`src/rtl/uart_ctrl_if.sv`:
```
// Bus bundle for uart_ctrl: RX FIFO side, two TX requesters and transmitter handshake.
// The slave modport is the controller view; master is the surrounding system view.
interface uart_ctrl_if #(
    parameter int RX_DEPTH = 4
);
    localparam int CW = $clog2(RX_DEPTH) + 1;

    logic [7:0]    rx_byte;
    logic          rx_valid;
    logic          rd_en;
    logic [7:0]    rd_data;
    logic          rx_empty;
    logic [CW-1:0] rx_count;
    logic          rx_overrun;
    logic          ovr_clr;

    logic          req0;
    logic          req1;
    logic [7:0]    req0_data;
    logic [7:0]    req1_data;
    logic          gnt0;
    logic          gnt1;

    logic          tx_start;
    logic [7:0]    tx_data;
    logic          tx_busy;

    modport slave (
        input  rx_byte, rx_valid, rd_en, ovr_clr,
        input  req0, req1, req0_data, req1_data, tx_busy,
        output rd_data, rx_empty, rx_count, rx_overrun,
        output gnt0, gnt1, tx_start, tx_data
    );

    modport master (
        output rx_byte, rx_valid, rd_en, ovr_clr,
        output req0, req1, req0_data, req1_data, tx_busy,
        input  rd_data, rx_empty, rx_count, rx_overrun,
        input  gnt0, gnt1, tx_start, tx_data
    );
endinterface

```
`src/rtl/uart_ctrl.sv`:
```
// UART controller: edge-captured RX FIFO with sticky overrun, round-robin TX arbiter/launcher.
// Define UART_CTRL_ECHO_EN to add a lowest-priority echo requester fed by every captured RX byte.
module uart_ctrl #(
    parameter int RX_DEPTH = 4
) (
    input  logic       clk,
    input  logic       rst_n,
    uart_ctrl_if.slave bus
);
    localparam int AW = $clog2(RX_DEPTH);
    localparam int CW = AW + 1;

    typedef enum logic [1:0] {
        IDLE,
        LAUNCH,
        WAIT_BUSY,
        WAIT_DONE
    } tx_state_e;

    typedef enum logic [1:0] {
        SRC_REQ0,
        SRC_REQ1,
        SRC_ECHO
    } tx_src_e;

    // ---------------- RX FIFO ----------------
    logic [7:0]    mem_q [RX_DEPTH];
    logic [AW-1:0] wr_ptr_q, wr_ptr_d;
    logic [AW-1:0] rd_ptr_q, rd_ptr_d;
    logic [CW-1:0] count_q, count_d;
    logic          ovr_q, ovr_d;
    logic          rxv_q;
    logic          armed_q;

    logic capture;
    logic empty;
    logic full;
    logic pop;
    logic push;
    logic overrun_evt;

    // armed_q masks the first cycle after reset so a level already high is not seen as an edge
    assign capture     = bus.rx_valid & ~rxv_q & armed_q;
    assign empty       = (count_q == '0);
    assign full        = (count_q == CW'(RX_DEPTH));
    assign pop         = bus.rd_en & ~empty;
    assign push        = capture & (~full | pop);
    assign overrun_evt = capture & full & ~pop;

    always_comb begin
        wr_ptr_d = wr_ptr_q;
        rd_ptr_d = rd_ptr_q;
        count_d  = count_q;
        ovr_d    = ovr_q;
        if (push) begin
            wr_ptr_d = wr_ptr_q + 1'b1;
        end
        if (pop) begin
            rd_ptr_d = rd_ptr_q + 1'b1;
        end
        if (push && !pop) begin
            count_d = count_q + 1'b1;
        end else if (pop && !push) begin
            count_d = count_q - 1'b1;
        end
        if (overrun_evt) begin
            ovr_d = 1'b1;
        end else if (bus.ovr_clr) begin
            ovr_d = 1'b0;
        end
    end

    always_ff @(posedge clk or negedge rst_n) begin
        if (!rst_n) begin
            wr_ptr_q <= '0;
            rd_ptr_q <= '0;
            count_q  <= '0;
            ovr_q    <= 1'b0;
            rxv_q    <= 1'b0;
            armed_q  <= 1'b0;
        end else begin
            wr_ptr_q <= wr_ptr_d;
            rd_ptr_q <= rd_ptr_d;
            count_q  <= count_d;
            ovr_q    <= ovr_d;
            rxv_q    <= bus.rx_valid;
            armed_q  <= 1'b1;
        end
    end

    // On full with a simultaneous pop, wr_ptr equals rd_ptr: the head slot is reused as the new tail.
    always_ff @(posedge clk) begin
        if (push) begin
            mem_q[wr_ptr_q] <= bus.rx_byte;
        end
    end

    assign bus.rd_data    = empty ? '0 : mem_q[rd_ptr_q];
    assign bus.rx_empty   = empty;
    assign bus.rx_count   = count_q;
    assign bus.rx_overrun = ovr_q;

    // ---------------- Echo slot ----------------
`ifdef UART_CTRL_ECHO_EN
    logic       echo_vld_q, echo_vld_d;
    logic [7:0] echo_q, echo_d;
    logic       echo_take;

    always_comb begin
        echo_vld_d = echo_vld_q;
        echo_d     = echo_q;
        if (echo_take) begin
            echo_vld_d = 1'b0;
        end
        if (capture) begin
            echo_vld_d = 1'b1;
            echo_d     = bus.rx_byte;
        end
    end

    always_ff @(posedge clk or negedge rst_n) begin
        if (!rst_n) begin
            echo_vld_q <= 1'b0;
            echo_q     <= '0;
        end else begin
            echo_vld_q <= echo_vld_d;
            echo_q     <= echo_d;
        end
    end
`endif

    // ---------------- TX arbiter / launcher ----------------
    tx_state_e  state_q, state_d;
    tx_src_e    src_q, src_d;
    logic       prio1_q, prio1_d;
    logic [7:0] tx_data_q, tx_data_d;
    logic [3:0] tmo_q, tmo_d;
    logic       tx_start;
    logic       gnt0;
    logic       gnt1;

    always_comb begin
        state_d   = state_q;
        src_d     = src_q;
        prio1_d   = prio1_q;
        tx_data_d = tx_data_q;
        tmo_d     = tmo_q;
        tx_start  = 1'b0;
        gnt0      = 1'b0;
        gnt1      = 1'b0;
`ifdef UART_CTRL_ECHO_EN
        echo_take = 1'b0;
`endif
        unique case (state_q)
            IDLE: begin
                if (!bus.tx_busy) begin
                    if (bus.req0 && (!bus.req1 || !prio1_q)) begin
                        src_d     = SRC_REQ0;
                        tx_data_d = bus.req0_data;
                        state_d   = LAUNCH;
                    end else if (bus.req1) begin
                        src_d     = SRC_REQ1;
                        tx_data_d = bus.req1_data;
                        state_d   = LAUNCH;
                    end
`ifdef UART_CTRL_ECHO_EN
                    else if (echo_vld_q) begin
                        src_d     = SRC_ECHO;
                        tx_data_d = echo_q;
                        echo_take = 1'b1;
                        state_d   = LAUNCH;
                    end
`endif
                end
            end
            LAUNCH: begin
                tx_start = 1'b1;
                gnt0     = (src_q == SRC_REQ0);
                gnt1     = (src_q == SRC_REQ1);
                if (src_q == SRC_REQ0) begin
                    prio1_d = 1'b1;
                end else if (src_q == SRC_REQ1) begin
                    prio1_d = 1'b0;
                end
                tmo_d   = '0;
                state_d = WAIT_BUSY;
            end
            WAIT_BUSY: begin
                if (bus.tx_busy) begin
                    state_d = WAIT_DONE;
                end else if (tmo_q == 4'd14) begin
                    state_d = IDLE;
                end else begin
                    tmo_d = tmo_q + 4'd1;
                end
            end
            WAIT_DONE: begin
                if (!bus.tx_busy) begin
                    state_d = IDLE;
                end
            end
            default: state_d = IDLE;
        endcase
    end

    always_ff @(posedge clk or negedge rst_n) begin
        if (!rst_n) begin
            state_q   <= IDLE;
            src_q     <= SRC_REQ0;
            prio1_q   <= 1'b0;
            tx_data_q <= '0;
            tmo_q     <= '0;
        end else begin
            state_q   <= state_d;
            src_q     <= src_d;
            prio1_q   <= prio1_d;
            tx_data_q <= tx_data_d;
            tmo_q     <= tmo_d;
        end
    end

    assign bus.tx_start = tx_start;
    assign bus.tx_data  = tx_data_q;
    assign bus.gnt0     = gnt0;
    assign bus.gnt1     = gnt1;
endmodule

```
`src/flat_wrapper.sv`:
```
// flat-port wrapper written by rule: the top's interface ports become plain ports
module uart_ctrl_flat 
#(
    parameter int RX_DEPTH = 4
)
  (clk, rst_n, bus_rx_byte, bus_rx_valid, bus_rd_en, bus_ovr_clr, bus_req0, bus_req1, bus_req0_data, bus_req1_data, bus_tx_busy, bus_rd_data, bus_rx_empty, bus_rx_count, bus_rx_overrun, bus_gnt0, bus_gnt1, bus_tx_start, bus_tx_data);
  uart_ctrl_if #(.RX_DEPTH(RX_DEPTH)) bus_i ();
  input  logic clk;
  input  logic rst_n;
  input wire logic [$bits(bus_i.rx_byte)-1:0] bus_rx_byte;
  input wire logic [$bits(bus_i.rx_valid)-1:0] bus_rx_valid;
  input wire logic [$bits(bus_i.rd_en)-1:0] bus_rd_en;
  input wire logic [$bits(bus_i.ovr_clr)-1:0] bus_ovr_clr;
  input wire logic [$bits(bus_i.req0)-1:0] bus_req0;
  input wire logic [$bits(bus_i.req1)-1:0] bus_req1;
  input wire logic [$bits(bus_i.req0_data)-1:0] bus_req0_data;
  input wire logic [$bits(bus_i.req1_data)-1:0] bus_req1_data;
  input wire logic [$bits(bus_i.tx_busy)-1:0] bus_tx_busy;
  output wire logic [$bits(bus_i.rd_data)-1:0] bus_rd_data;
  output wire logic [$bits(bus_i.rx_empty)-1:0] bus_rx_empty;
  output wire logic [$bits(bus_i.rx_count)-1:0] bus_rx_count;
  output wire logic [$bits(bus_i.rx_overrun)-1:0] bus_rx_overrun;
  output wire logic [$bits(bus_i.gnt0)-1:0] bus_gnt0;
  output wire logic [$bits(bus_i.gnt1)-1:0] bus_gnt1;
  output wire logic [$bits(bus_i.tx_start)-1:0] bus_tx_start;
  output wire logic [$bits(bus_i.tx_data)-1:0] bus_tx_data;
  assign bus_i.rx_byte = bus_rx_byte;
  assign bus_i.rx_valid = bus_rx_valid;
  assign bus_i.rd_en = bus_rd_en;
  assign bus_i.ovr_clr = bus_ovr_clr;
  assign bus_i.req0 = bus_req0;
  assign bus_i.req1 = bus_req1;
  assign bus_i.req0_data = bus_req0_data;
  assign bus_i.req1_data = bus_req1_data;
  assign bus_i.tx_busy = bus_tx_busy;
  assign bus_rd_data = bus_i.rd_data;
  assign bus_rx_empty = bus_i.rx_empty;
  assign bus_rx_count = bus_i.rx_count;
  assign bus_rx_overrun = bus_i.rx_overrun;
  assign bus_gnt0 = bus_i.gnt0;
  assign bus_gnt1 = bus_i.gnt1;
  assign bus_tx_start = bus_i.tx_start;
  assign bus_tx_data = bus_i.tx_data;
  uart_ctrl #(.RX_DEPTH(RX_DEPTH)) u_core (.clk(clk), .rst_n(rst_n), .bus(bus_i));
endmodule
```
`config.mk`:
```
export PLATFORM = sky130hd
export DESIGN_NAME = uart_ctrl_flat
export DESIGN_NICKNAME = d
export VERILOG_FILES = /design/src/rtl/uart_ctrl_if.sv /design/src/rtl/uart_ctrl.sv /design/src/flat_wrapper.sv
export SDC_FILE = /design/constraint.sdc
export NUM_CORES = 1
export LEC_CHECK = 0
export ABC_AREA = 1
export CAP_MARGIN = 10
export CORE_ASPECT_RATIO = 0.5
export CORE_UTILIZATION = 46
export DETAILED_ROUTE_END_ITERATION = 16
export GPL_ROUTABILITY_DRIVEN = 0
export PLACE_DENSITY_LB_ADDON = 0.25
export SYNTH_ARGS = -nofsm -noshare
export SYNTH_HDL_FRONTEND = slang
export SYNTH_SLANG_ARGS = --single-unit
```
`constraint.sdc`:
```
create_clock -name clk -period 1.6 [get_ports clk]
set_input_delay 0.32 -clock clk [delete_from_list [all_inputs] [get_ports clk]]
set_output_delay 0.32 -clock clk [all_outputs]
set_load 0.01 [all_outputs]
```
== After elaboration in Yosys (flattened, before gate mapping) ==
Memory sizes are Yosys's and may differ from the RTL's.
Cells that the tools add are included.

* Add/subtract/negate cells: 5
* Equal/unequal tests: 12
* Mux-type cells: 25
* Bitwise logic cells: 12
* Reduce and logical (&&, ||, !) cells: 20

{| class="wikitable"
|+ Operators by type and width
! operator !! number
|-
| $mux 8 || 3
|-
| $mux 2 || 7
|-
| $reduce_bool 2->1 || 5
|-
| $mux 1 || 9
|-
| $mux 4 || 2
|-
| $ne 2x2->1 const B || 4
|-
| $pmux 2 s4 || 1
|-
| $pmux 4 s2 || 1
|-
| $and 1x1->1 || 6
|-
| $mux 3 || 2
|-
| $ne 3x2->1 const B || 2
|-
| $reduce_and 3->1 || 2
|-
| $not 1->1 || 5
|-
| $add 2x1->2 const B || 2
|-
| $add 4x1->4 const B || 1
|-
| $eq 2x1->1 const B || 2
|-
| $eq 2x2->1 const B || 2
|-
| $eq 4x4->1 const B || 1
|-
| $logic_not 1->1 || 4
|-
| $logic_not 2->1 || 2
|-
| $reduce_and 4->1 || 1
|-
| $add 3x1->3 const B || 1
|-
| $eq 3x3->1 const B || 1
|-
| $logic_and 1x1->1 || 3
|-
| 5 further kinds || 5
|}

* Flip-flop bits (word level): 27
* RAM bits: 32
* Bits of input ports: 32
* Output and inout port bits: 24
* Word-level logic and storage cells: 86
* Memories: 1

{| class="wikitable"
|+ Memory list
! name !! words !! bits a word !! read ports !! clocked after memory_dff !! wr ports !! line !! text
|-
| u_core.mem_q || 4 || 8 || 1 || 0 || 1 || uart_ctrl.sv:27 || <nowiki>logic [7:0] mem_q [RX_DEPTH];</nowiki>
|}

== Logic depth before layout (Yosys ltp) ==
Gate-level depths: netlist of run 1.

* Depth after elaboration: 9
* Gate-level depth with buffers: 12
* Gate-level depth less buffers: 12

== Worst setup path after synthesis of run 1 ==
OpenSTA, ideal clock, no wires.

* Path kind: register to register
* Start point: register u_core.count_q[0] (netlist: u_core.bus.rx_count[0])
* End point: register u_core.count_q[2] (netlist: u_core.bus.rx_count[2])
* Setup time: 0.123 ns
* Arrival: 1.683 ns
* Required time: 1.477 ns
* Path slack: -0.206 ns
* Stages on the path, launching flop included: 10
* Buffers on the path: 0
* Clock period less this slack: 1.806 ns
* Cells stage by stage: dfrtp_1 -> nor2_1 -> nand2_1 -> nand2_1 -> ha_1 -> inv_1 -> fa_1 -> nand2_1 -> nand3_1 -> xor2_1

* Cells in the longest elaborated chain, start to end: 8
* Elaborated cells between the ends (all ways): 16
* Classes of those cells: add/sub: 2; eq/ne: 1; mux: 2; bitwise: 5; reduce/logical: 6

{| class="wikitable"
|+ Ends and longest elaborated chain
! what !! line !! text
|-
| from (decl) || uart_ctrl.sv:30 || <nowiki>logic [CW-1:0] count_q, count_d;</nowiki>
|-
| from (signal assigned) || uart_ctrl.sv:84 || <nowiki>count_q <= count_d;</nowiki>
|-
| $logic_not 3->1 || uart_ctrl.sv:44 || <nowiki>assign empty = (count_q == '0);</nowiki>
|-
| $not 1->1 || uart_ctrl.sv:46 || <nowiki>assign pop = bus.rd_en & ~empty;</nowiki>
|-
| $and 1x1->1 || uart_ctrl.sv:46 ||
|-
| $or 1x1->1 || uart_ctrl.sv:47 || <nowiki>assign push = capture & (~full | pop);</nowiki>
|-
| $and 1x1->1 || uart_ctrl.sv:47 ||
|-
| $logic_not 1->1 || uart_ctrl.sv:63 || <nowiki>end else if (pop && !push) begin</nowiki>
|-
| $logic_and 1x1->1 || uart_ctrl.sv:63 ||
|-
| $reduce_bool 2->1 (no source line) || -- ||
|}

Several ways; a longest one is shown, not always the timed one. The select of a mux whose other input is x is not followed.
A chain may end at the register's enable or synchronous reset.

== Worst setup path in the final report of run 1 ==
* Start point: register u_core.count_q[1] (netlist: u_core.bus.rx_count[1])
* End point: register u_core.count_q[2] (netlist: u_core.bus.rx_count[2])

Same word-level chain as after synthesis.

==> impl_metrics.xml, run 1 <==
<?xml version="1.0" encoding="UTF-8"?>
<metrics>
  <group name="hold_path">
    <metric name="min_from" unit="">bus_rx_valid</metric>
    <metric name="hold_path_class" unit="">in -&gt; reg</metric>
    <metric name="worst_hold_path.num_cells" unit="">1</metric>
  </group>
  <group name="logic_synthesis">
    <metric name="yosys_warnings" unit="">0</metric>
    <metric name="synth.distinct_cells" unit="">27</metric>
    <metric name="mappedNetlistNets" unit="">311</metric>
    <metric name="synth.ff_latch_count" unit="">58</metric>
    <metric name="netlist_instances" unit="">271</metric>
    <metric name="ys_seq_area_frac" unit="">0.603</metric>
    <metric name="post_synth.cell_area_avg" unit="um2">9.86</metric>
    <metric name="syn_area" unit="um2">2670</metric>
  </group>
  <group name="setup_path">
    <metric name="regToRegStartpoint" unit="">u_core.bus.rx_count[1]$_DFFE_PN0P_</metric>
    <metric name="path_class" unit="">reg -&gt; reg</metric>
    <metric name="kind_of_end_point_of_the_critical_path" unit="">flop</metric>
    <metric name="start_kind" unit="">flop</metric>
    <metric name="critical_path_peak_fanout" unit="">2</metric>
    <metric name="crit_end" unit="">u_core.bus.rx_count[2]$_DFFE_PN0P_</metric>
    <metric name="timing.reg2reg.setup_slack" unit="ns">-0.18</metric>
    <metric name="crit_start" unit="">u_core.bus.rx_count[1]$_DFFE_PN0P_</metric>
    <metric name="cp.required" unit="ns">1.81</metric>
    <metric name="rr_worst_depth" unit="">10</metric>
    <metric name="worst_ep_arrival_time" unit="ns">2.00</metric>
    <metric name="reg_to_reg_critical_path_endpoint" unit="">u_core.bus.rx_count[2]$_DFFE_PN0P_</metric>
  </group>
  <group name="timing">
    <metric name="finalHoldViolCount" unit="">0</metric>
    <metric name="rsz0062_at_grt" unit="">yes</metric>
    <metric name="fin_skew" unit="ns">0.00540</metric>
    <metric name="post-route-min-period" unit="ns">1.78</metric>
    <metric name="drv_slew" unit="">0</metric>
    <metric name="worst_hold_slack" unit="ns">0.147</metric>
    <metric name="max_freq" unit="MHz">560</metric>
    <metric name="final.period_utilization" unit="">1.12</metric>
    <metric name="finalSetupTns" unit="ns">-1.36</metric>
    <metric name="setup_slack" unit="ns">-0.184</metric>
    <metric name="setup_violations_final" unit="">10</metric>
  </group>
  <group name="clock_tree">
    <metric name="maximum_number_of_buffers_from_clock_root_to_sink" unit="">2</metric>
    <metric name="htree_num_levels" unit="">3</metric>
    <metric name="clk_pin_slew_worst_paths" unit="ns">0.05</metric>
    <metric name="clock_tree_from_tritoncts" unit="">done</metric>
    <metric name="cts.hold.buffers_added" unit="">0</metric>
    <metric name="total_clock_buffers_created_by_cts" unit="">9</metric>
    <metric name="cts.root.buffer_cell" unit="">sky130_fd_sc_hd__clkbuf_16</metric>
    <metric name="later_pin_clock_latency_in_the_skew_report" unit="ns">0.33</metric>
    <metric name="cts.sinks" unit="">58</metric>
  </group>
  <group name="placement">
    <metric name="dpl.cell_count" unit="">426</metric>
    <metric name="hpwlAfterDp" unit="um">3940</metric>
    <metric name="place_worst_setup_slack" unit="ns">-0.508</metric>
    <metric name="io_buffer_count" unit="">55</metric>
  </group>
  <group name="grt">
    <metric name="grt_use_met2" unit="">0.403</metric>
    <metric name="met3_usage" unit="">0.0621</metric>
    <metric name="grt_use_met1" unit="">0.248</metric>
    <metric name="first_global_vias" unit="">2271</metric>
    <metric name="globalRouteOverflowTotal" unit="">0</metric>
    <metric name="first_pass_grt_wire_length" unit="um">10100</metric>
    <metric name="grt_start_max_net_pins" unit="">27</metric>
    <metric name="initial_antenna_violation_count" unit="">0</metric>
    <metric name="grt_busiest_layer" unit="">met2</metric>
    <metric name="gr-usage-all-layers" unit="">0.224</metric>
  </group>
  <group name="flow_run">
    <metric name="drv_cap" unit="">0</metric>
  </group>
  <group name="drt">
    <metric name="remaining_drc_errors" unit="">2</metric>
    <metric name="num_vias" unit="">2226</metric>
    <metric name="post_drt_wl_per_cell" unit="um">13.9</metric>
    <metric name="detail_route.iter0.violations" unit="">74</metric>
    <metric name="vias_per_cell" unit="">4.90</metric>
    <metric name="antenna_violating_nets_post_route" unit="">0</metric>
    <metric name="dr_pass1_iterations" unit="">10</metric>
    <metric name="drt_wl_total" unit="um">6330</metric>
  </group>
  <group name="final_layout">
    <metric name="layout.cells.most_common" unit="">sky130_fd_sc_hd__nand2_1</metric>
    <metric name="top_library_cells_by_usage_in_the_layout_fill_and_taps_aside" unit="">sky130_fd_sc_hd__nand2_1, sky130_fd_sc_hd__clkdlybuf4s50_1, sky130_fd_sc_hd__nor2_1, sky130_fd_sc_hd__buf_4, sky130_fd_sc_hd__edfxtp_1</metric>
    <metric name="layout.filler_cells" unit="">396</metric>
    <metric name="flow.area_growth_from_synthesis" unit="%">48.3</metric>
    <metric name="final_layout_size_suffix_gt1_frac" unit="">0.297</metric>
    <metric name="diodes" unit="">0</metric>
    <metric name="fin_nets" unit="">416</metric>
    <metric name="layout.core_utilization" unit="">0.716</metric>
    <metric name="finalNonFillerCells" unit="">454</metric>
  </group>
  <group name="floorplan">
    <metric name="dieWidth" unit="um">110</metric>
    <metric name="effective_utilization_at_floorplan" unit="">0.482</metric>
    <metric name="fp.coreArea" unit="um2">5540</metric>
    <metric name="die_height" unit="um">55.9</metric>
    <metric name="floorplan.rows" unit="">19</metric>
    <metric name="dieArea" unit="um2">6140</metric>
    <metric name="pin_count" unit="">56</metric>
  </group>
  <group name="run_status">
    <metric name="violations_in_the_final_reports" unit="">design-rule violations, negative setup slack</metric>
    <metric name="run_status" unit="">finished, violations left</metric>
  </group>
  <group name="pwr">
    <metric name="power.ir.vdd_worst" unit="mV">0.854</metric>
    <metric name="total_power_per_unit_cell_area" unit="nW/um2">1750</metric>
    <metric name="cellLeakagePower" unit="nW">1.75</metric>
  </group>
</metrics>
worst min-delay path by stage:
| stage | end |
|---|---|
| global route | u_core.rxv_q$_DFF_PN0_ |
| finish | u_core.rxv_q$_DFF_PN0_ |
| CTS | u_core.bus.rx_count[2]$_DFFE_PN0P_ |
| global placement | u_core.prio1_q$_DFFE_PN0P_ |
| detailed placement | u_core.prio1_q$_DFFE_PN0P_ |
| floorplan | u_core.armed_q$_DFF_PN0_ |
critical path, cell delays in order, from the launching register on:
cell                      delay (ns)
sky130_fd_sc_hd__dfrtp_2        0.42
sky130_fd_sc_hd__nor2_4         0.13
sky130_fd_sc_hd__nand2_2        0.08
sky130_fd_sc_hd__buf_6          0.13
sky130_fd_sc_hd__nand2_4        0.07
sky130_fd_sc_hd__ha_4           0.14
sky130_fd_sc_hd__inv_2          0.04
sky130_fd_sc_hd__fa_2           0.36
sky130_fd_sc_hd__nand2_2        0.07
sky130_fd_sc_hd__nand3_2        0.07
sky130_fd_sc_hd__xor2_1         0.15
through the flow:
step	instance area, um2	power (mW)
floorplan	2700	3.63
global placement	3540	4.90
detailed placement	3540	5.02
CTS	3940	6.81
global route	3960	7.33
finish	3960	6.94
state kept, by name, summed over array words and instances (netlist names):
register               flops
u_core.wr_ptr_q            2
u_core.state_q             2
u_core.src_q               1
u_core.rxv_q               1
u_core.bus.tx_data         8
u_core.mem_q              32
u_core.armed_q             1
u_core.prio1_q             1
u_core.bus.rx_count        3
u_core.bus.rx_overrun      1
u_core.tmo_q               4
u_core.rd_ptr_q            2
report_power, final:
group          internal, mW  switching [mW]  total [mW]
registers              1.91           0.263        2.17
clock network          1.04           0.673        1.71
logic                  1.46            1.60        3.06
timing repair:
action,CTS,global route
pin swaps,11,12
gates resized for setup,65,21
setup buffers,11,3
endpoints found under the setup margin,17,45
cells in the mapped netlist, drive strengths merged:
cell type | instances | area share
nand3 | 9 | 0.022
o21ai | 30 | 0.056
clkinv | 1 | 0.0014
or2 | 1 | 0.0023
conb | 1 | 0.0014
xnor2 | 1 | 0.0033
o21bai | 1 | 0.0070
a21oi | 11 | 0.021
buf | 4 | 0.018
inv | 23 | 0.032
ha | 7 | 0.033
nor2 | 50 | 0.083
edfxtp | 32 | 0.36
dfrtp | 26 | 0.24
xor2 | 2 | 0.0066
nand4 | 1 | 0.0023
fa | 1 | 0.0075
nand2 | 70 | 0.10
area by class of cell:
type	count	area, um2	share of cell area
clock buffer	9	225	0.0568
clock inverter	7	46.3	0.0117
inverter	24	108	0.0271
multi-input combinational	185	1010	0.254
sequential	58	1620	0.408
tap	73	91.3	0.0230
timing repair buffer	98	870	0.219
logic make-up (layout without fill, tap and decap cells):
group / count (synthesis) / count (layout) / share of synthesized area
AO/OA/AOI/OAI: 42 / 42 / 0.0838
XOR/XNOR: 3 / 3 / 0.00983
adder cells (fa/ha/maj): 8 / 8 / 0.0403
buffers and inverters: 28 / 138 / 0.0515
flip-flops: 58 / 58 / 0.603
other: 1 / 1 / 0.00140
AND/OR/NAND/NOR: 131 / 131 / 0.210
routing by layer:
metal / routed length [um] / part of all wire / vias up
li1: - / - / 1095
met5: 0 / 0 / -
met3: 322 / 0.051 / 15
met2: 3260 / 0.52 / 69
met1: 2630 / 0.42 / 1047
met4: 111 / 0.018 / 0
No activity file was read; power rests on OpenSTA's default activity.
==> inputs of run 2 (changes only) <==
--- a/config.mk
+++ b/config.mk
@@ -12,6 +12,7 @@
 export DETAILED_ROUTE_END_ITERATION = 16
 export GPL_ROUTABILITY_DRIVEN = 0
 export PLACE_DENSITY_LB_ADDON = 0.25
+export SLEW_MARGIN = 20
 export SYNTH_ARGS = -nofsm -noshare
 export SYNTH_HDL_FRONTEND = slang
 export SYNTH_SLANG_ARGS = --single-unit
==> results of run 2 <==
Final layout, timing and power as in run 1 (identical DEF).
==> inputs of run 3 (changes only) <==
--- a/config.mk
+++ b/config.mk
@@ -8,10 +8,9 @@
 export ABC_AREA = 1
 export CAP_MARGIN = 10
 export CORE_ASPECT_RATIO = 0.5
-export CORE_UTILIZATION = 46
+export CORE_UTILIZATION = 51
 export DETAILED_ROUTE_END_ITERATION = 16
-export GPL_ROUTABILITY_DRIVEN = 0
-export PLACE_DENSITY_LB_ADDON = 0.25
+export PLACE_DENSITY = 0.8
 export SLEW_MARGIN = 20
 export SYNTH_ARGS = -nofsm -noshare
 export SYNTH_HDL_FRONTEND = slang
==> constraint.sdc (replaced) <==
create_clock -name clk -period 1.9 [get_ports clk]
set_input_delay 0.38 -clock clk [delete_from_list [all_inputs] [get_ports clk]]
set_output_delay 0.38 -clock clk [all_outputs]
set_load 0.01 [all_outputs]
==> run 3 against run 2 <==
Against the previous run:
- the run ends with negative setup slack left
- flip-flop and latch count unchanged
- clock skew up 0.0043 ns
- non-clock buffer count down 11
- final cell count down 3.1%
- critical endpoint unchanged
- highest routed layer unchanged
==> impl_metrics.xml, run 3 (synthesis results as in run 1) <==
<?xml version="1.0" encoding="UTF-8"?>
<metrics>
  <group name="placement">
    <metric name="final_wtd_congestion" unit="">0.717</metric>
    <metric name="io_buffer_count" unit="">55</metric>
    <metric name="hpwlAfterDp" unit="um">4030</metric>
    <metric name="post_dp_cell_area" unit="um2">3430</metric>
    <metric name="place_worst_setup_slack" unit="ns">-0.387</metric>
  </group>
  <group name="setup_path">
    <metric name="crit_buf_inv" unit="">3</metric>
    <metric name="critical_path_peak_fanout" unit="">2</metric>
    <metric name="start_kind" unit="">input pin</metric>
    <metric name="timing.critical_path.slowest_stage_cell" unit="">sky130_fd_sc_hd__clkdlybuf4s50_1</metric>
    <metric name="worst_path_largest_cell_delay" unit="ns">0.48</metric>
    <metric name="cp.required" unit="ns">2.11</metric>
    <metric name="kind_of_end_point_of_the_critical_path" unit="">flop</metric>
    <metric name="timing.critical_path.max_delay_family" unit="">buffers and inverters</metric>
    <metric name="worst_ep_arrival_time" unit="ns">2.13</metric>
    <metric name="cp_cell_sequence" unit="">clkdlybuf4s50_1, nand2_1, nor2_2, nand2_2, inv_2, ha_4, inv_2, fa_2, nand2_2, nand3_1, xor2_1</metric>
    <metric name="path_class" unit="">in -&gt; reg</metric>
  </group>
  <group name="clock_tree">
    <metric name="cts.root.buffer_cell" unit="">sky130_fd_sc_hd__clkbuf_8</metric>
    <metric name="cts.hold.buffers_added" unit="">0</metric>
    <metric name="later_pin_clock_latency_in_the_skew_report" unit="ns">0.33</metric>
    <metric name="total_clock_buffers_created_by_cts" unit="">9</metric>
    <metric name="clock_tree_from_tritoncts" unit="">done</metric>
    <metric name="maximum_number_of_buffers_from_clock_root_to_sink" unit="">2</metric>
    <metric name="htree_num_levels" unit="">3</metric>
    <metric name="cts.sinks" unit="">58</metric>
    <metric name="clk_pin_slew_worst_paths" unit="ns">0.06</metric>
  </group>
  <group name="final_layout">
    <metric name="final_layout_size_suffix_gt1_frac" unit="">0.238</metric>
    <metric name="flow.area_growth_from_synthesis" unit="%">40.9</metric>
    <metric name="diodes" unit="">0</metric>
    <metric name="registers.top_by_ff_count" unit="">u_core.mem_q</metric>
    <metric name="largest_register_ffs" unit="">32</metric>
    <metric name="layout.cells.most_common" unit="">sky130_fd_sc_hd__nand2_1</metric>
    <metric name="top_library_cells_by_usage_in_the_layout_fill_and_taps_aside" unit="">sky130_fd_sc_hd__nand2_1, sky130_fd_sc_hd__clkdlybuf4s50_1, sky130_fd_sc_hd__nor2_1</metric>
    <metric name="fin_nets" unit="">405</metric>
    <metric name="post-route-cell-area" unit="um2">3770</metric>
  </group>
  <group name="drt">
    <metric name="remaining_drc_errors" unit="">0</metric>
    <metric name="vias_per_cell" unit="">4.86</metric>
    <metric name="drt_wl_total" unit="um">5900</metric>
    <metric name="detail_route.iter0.violations" unit="">51</metric>
    <metric name="dr_pass1_iterations" unit="">4</metric>
    <metric name="antenna_violating_nets_post_route" unit="">0</metric>
    <metric name="post_drt_wl_per_cell" unit="um">13.4</metric>
    <metric name="num_vias" unit="">2137</metric>
  </group>
  <group name="timing">
    <metric name="finalSetupTns" unit="ns">-0.0210</metric>
    <metric name="rsz0062_at_grt" unit="">yes</metric>
    <metric name="post-route-min-period" unit="ns">1.92</metric>
    <metric name="drv_slew" unit="">0</metric>
    <metric name="setup_violations_final" unit="">2</metric>
    <metric name="final.period_utilization" unit="">1.01</metric>
    <metric name="finalHoldViolCount" unit="">0</metric>
    <metric name="fin_skew" unit="ns">0.00975</metric>
    <metric name="max_freq" unit="MHz">521</metric>
    <metric name="setup_slack" unit="ns">-0.0193</metric>
  </group>
  <group name="flow_run">
    <metric name="drv_cap" unit="">0</metric>
  </group>
  <group name="pwr">
    <metric name="power.ir.vdd_worst" unit="mV">0.829</metric>
    <metric name="total_power_per_unit_cell_area" unit="nW/um2">1410</metric>
    <metric name="power" unit="mW">5.30</metric>
    <metric name="cellLeakagePower" unit="nW">1.66</metric>
  </group>
  <group name="grt">
    <metric name="gr-usage-all-layers" unit="">0.230</metric>
    <metric name="grt_start_max_net_pins" unit="">27</metric>
    <metric name="initial_antenna_violation_count" unit="">0</metric>
    <metric name="first_pass_grt_wire_length" unit="um">9350</metric>
    <metric name="first_global_vias" unit="">2054</metric>
    <metric name="globalRouteOverflowTotal" unit="">0</metric>
  </group>
  <group name="run_status">
    <metric name="violations_in_the_final_reports" unit="">negative setup slack</metric>
    <metric name="run_status" unit="">finished, violations left</metric>
  </group>
  <group name="hold_path">
    <metric name="hold_path_class" unit="">in -&gt; async</metric>
  </group>
  <group name="floorplan">
    <metric name="dieWidth" unit="um">104</metric>
    <metric name="die_height" unit="um">53.2</metric>
    <metric name="floorplan.rows" unit="">18</metric>
    <metric name="pin_count" unit="">56</metric>
    <metric name="effective_utilization_at_floorplan" unit="">0.537</metric>
    <metric name="dieArea" unit="um2">5550</metric>
    <metric name="fp.coreArea" unit="um2">4980</metric>
  </group>
</metrics>
run 3: per-stage QoR:
| step | hold slack, ns | utilization | cells |
|---|---|---|---|
| after floorplan | 0.0844 | - | 271 |
| after global placement | 0.483 | 0.689 | 414 |
| after detailed placement | 0.499 | 0.689 | 414 |
| after CTS | 0.422 | 0.743 | 438 |
| after global routing | 0.454 | 0.757 | 440 |
| final | 0.421 | 0.757 | 440 |
run 3: path summary, 6_finish.rpt:
check | from | to | slack (ns) | cells after the start
worst max register to register | u_core.bus.rx_count[2]$_DFFE_PN0P_ | u_core.bus.rx_count[2]$_DFFE_PN0P_ | 0.03 | 12
worst min-delay path | rst_n | u_core.rd_ptr_q[0]$_DFFE_PN0N_ | 0.42 | 2
min in group clk | u_core.bus.tx_data[7]$_DFFE_PN0P_ | u_core.bus.tx_data[7]$_DFFE_PN0P_ | 0.51 | 2
worst min register to register | u_core.bus.tx_data[7]$_DFFE_PN0P_ | u_core.bus.tx_data[7]$_DFFE_PN0P_ | 0.51 | 2
worst max-delay path | bus_rx_valid | u_core.bus.rx_count[2]$_DFFE_PN0P_ | -0.02 | 11
max in group asynchronous | rst_n | u_core.rd_ptr_q[1]$_DFFE_PN0N_ | 1.21 | 2
run 3: timing repair:
| item | CTS | global route |
|---|---|---|
| pin swaps | 5 | 18 |
| endpoints found under the setup margin | 13 | 9 |
| resized for setup | 47 | 20 |
| buffers inserted | 8 | 2 |
run 3: final cells by class:
class	instances	area, um2
inverters	24	103
multi-input cells	185	986
flip-flops and latches	58	1610
clock inverters	6	82.6
clock buffers	10	128
well taps	70	87.6
repair buffers	87	767
fillers	350	1210
run 3: metal layers:
metal  global-route usage  vias up  wire [um]
met5                    0        -          0
met3               0.0591       11        262
met4                0.131        0         93
li1                     -     1070          -
met1                0.244      995       2450
met2                0.436       61       3090
run 3: power by group:
group          switching, mW  internal (mW)  leakage (nW)  total [mW]
combinational           1.24           1.06         0.947        2.30
sequential             0.201           1.60         0.609        1.80
clock                  0.466          0.732         0.108        1.20
total                   1.91           3.39          1.66        5.30
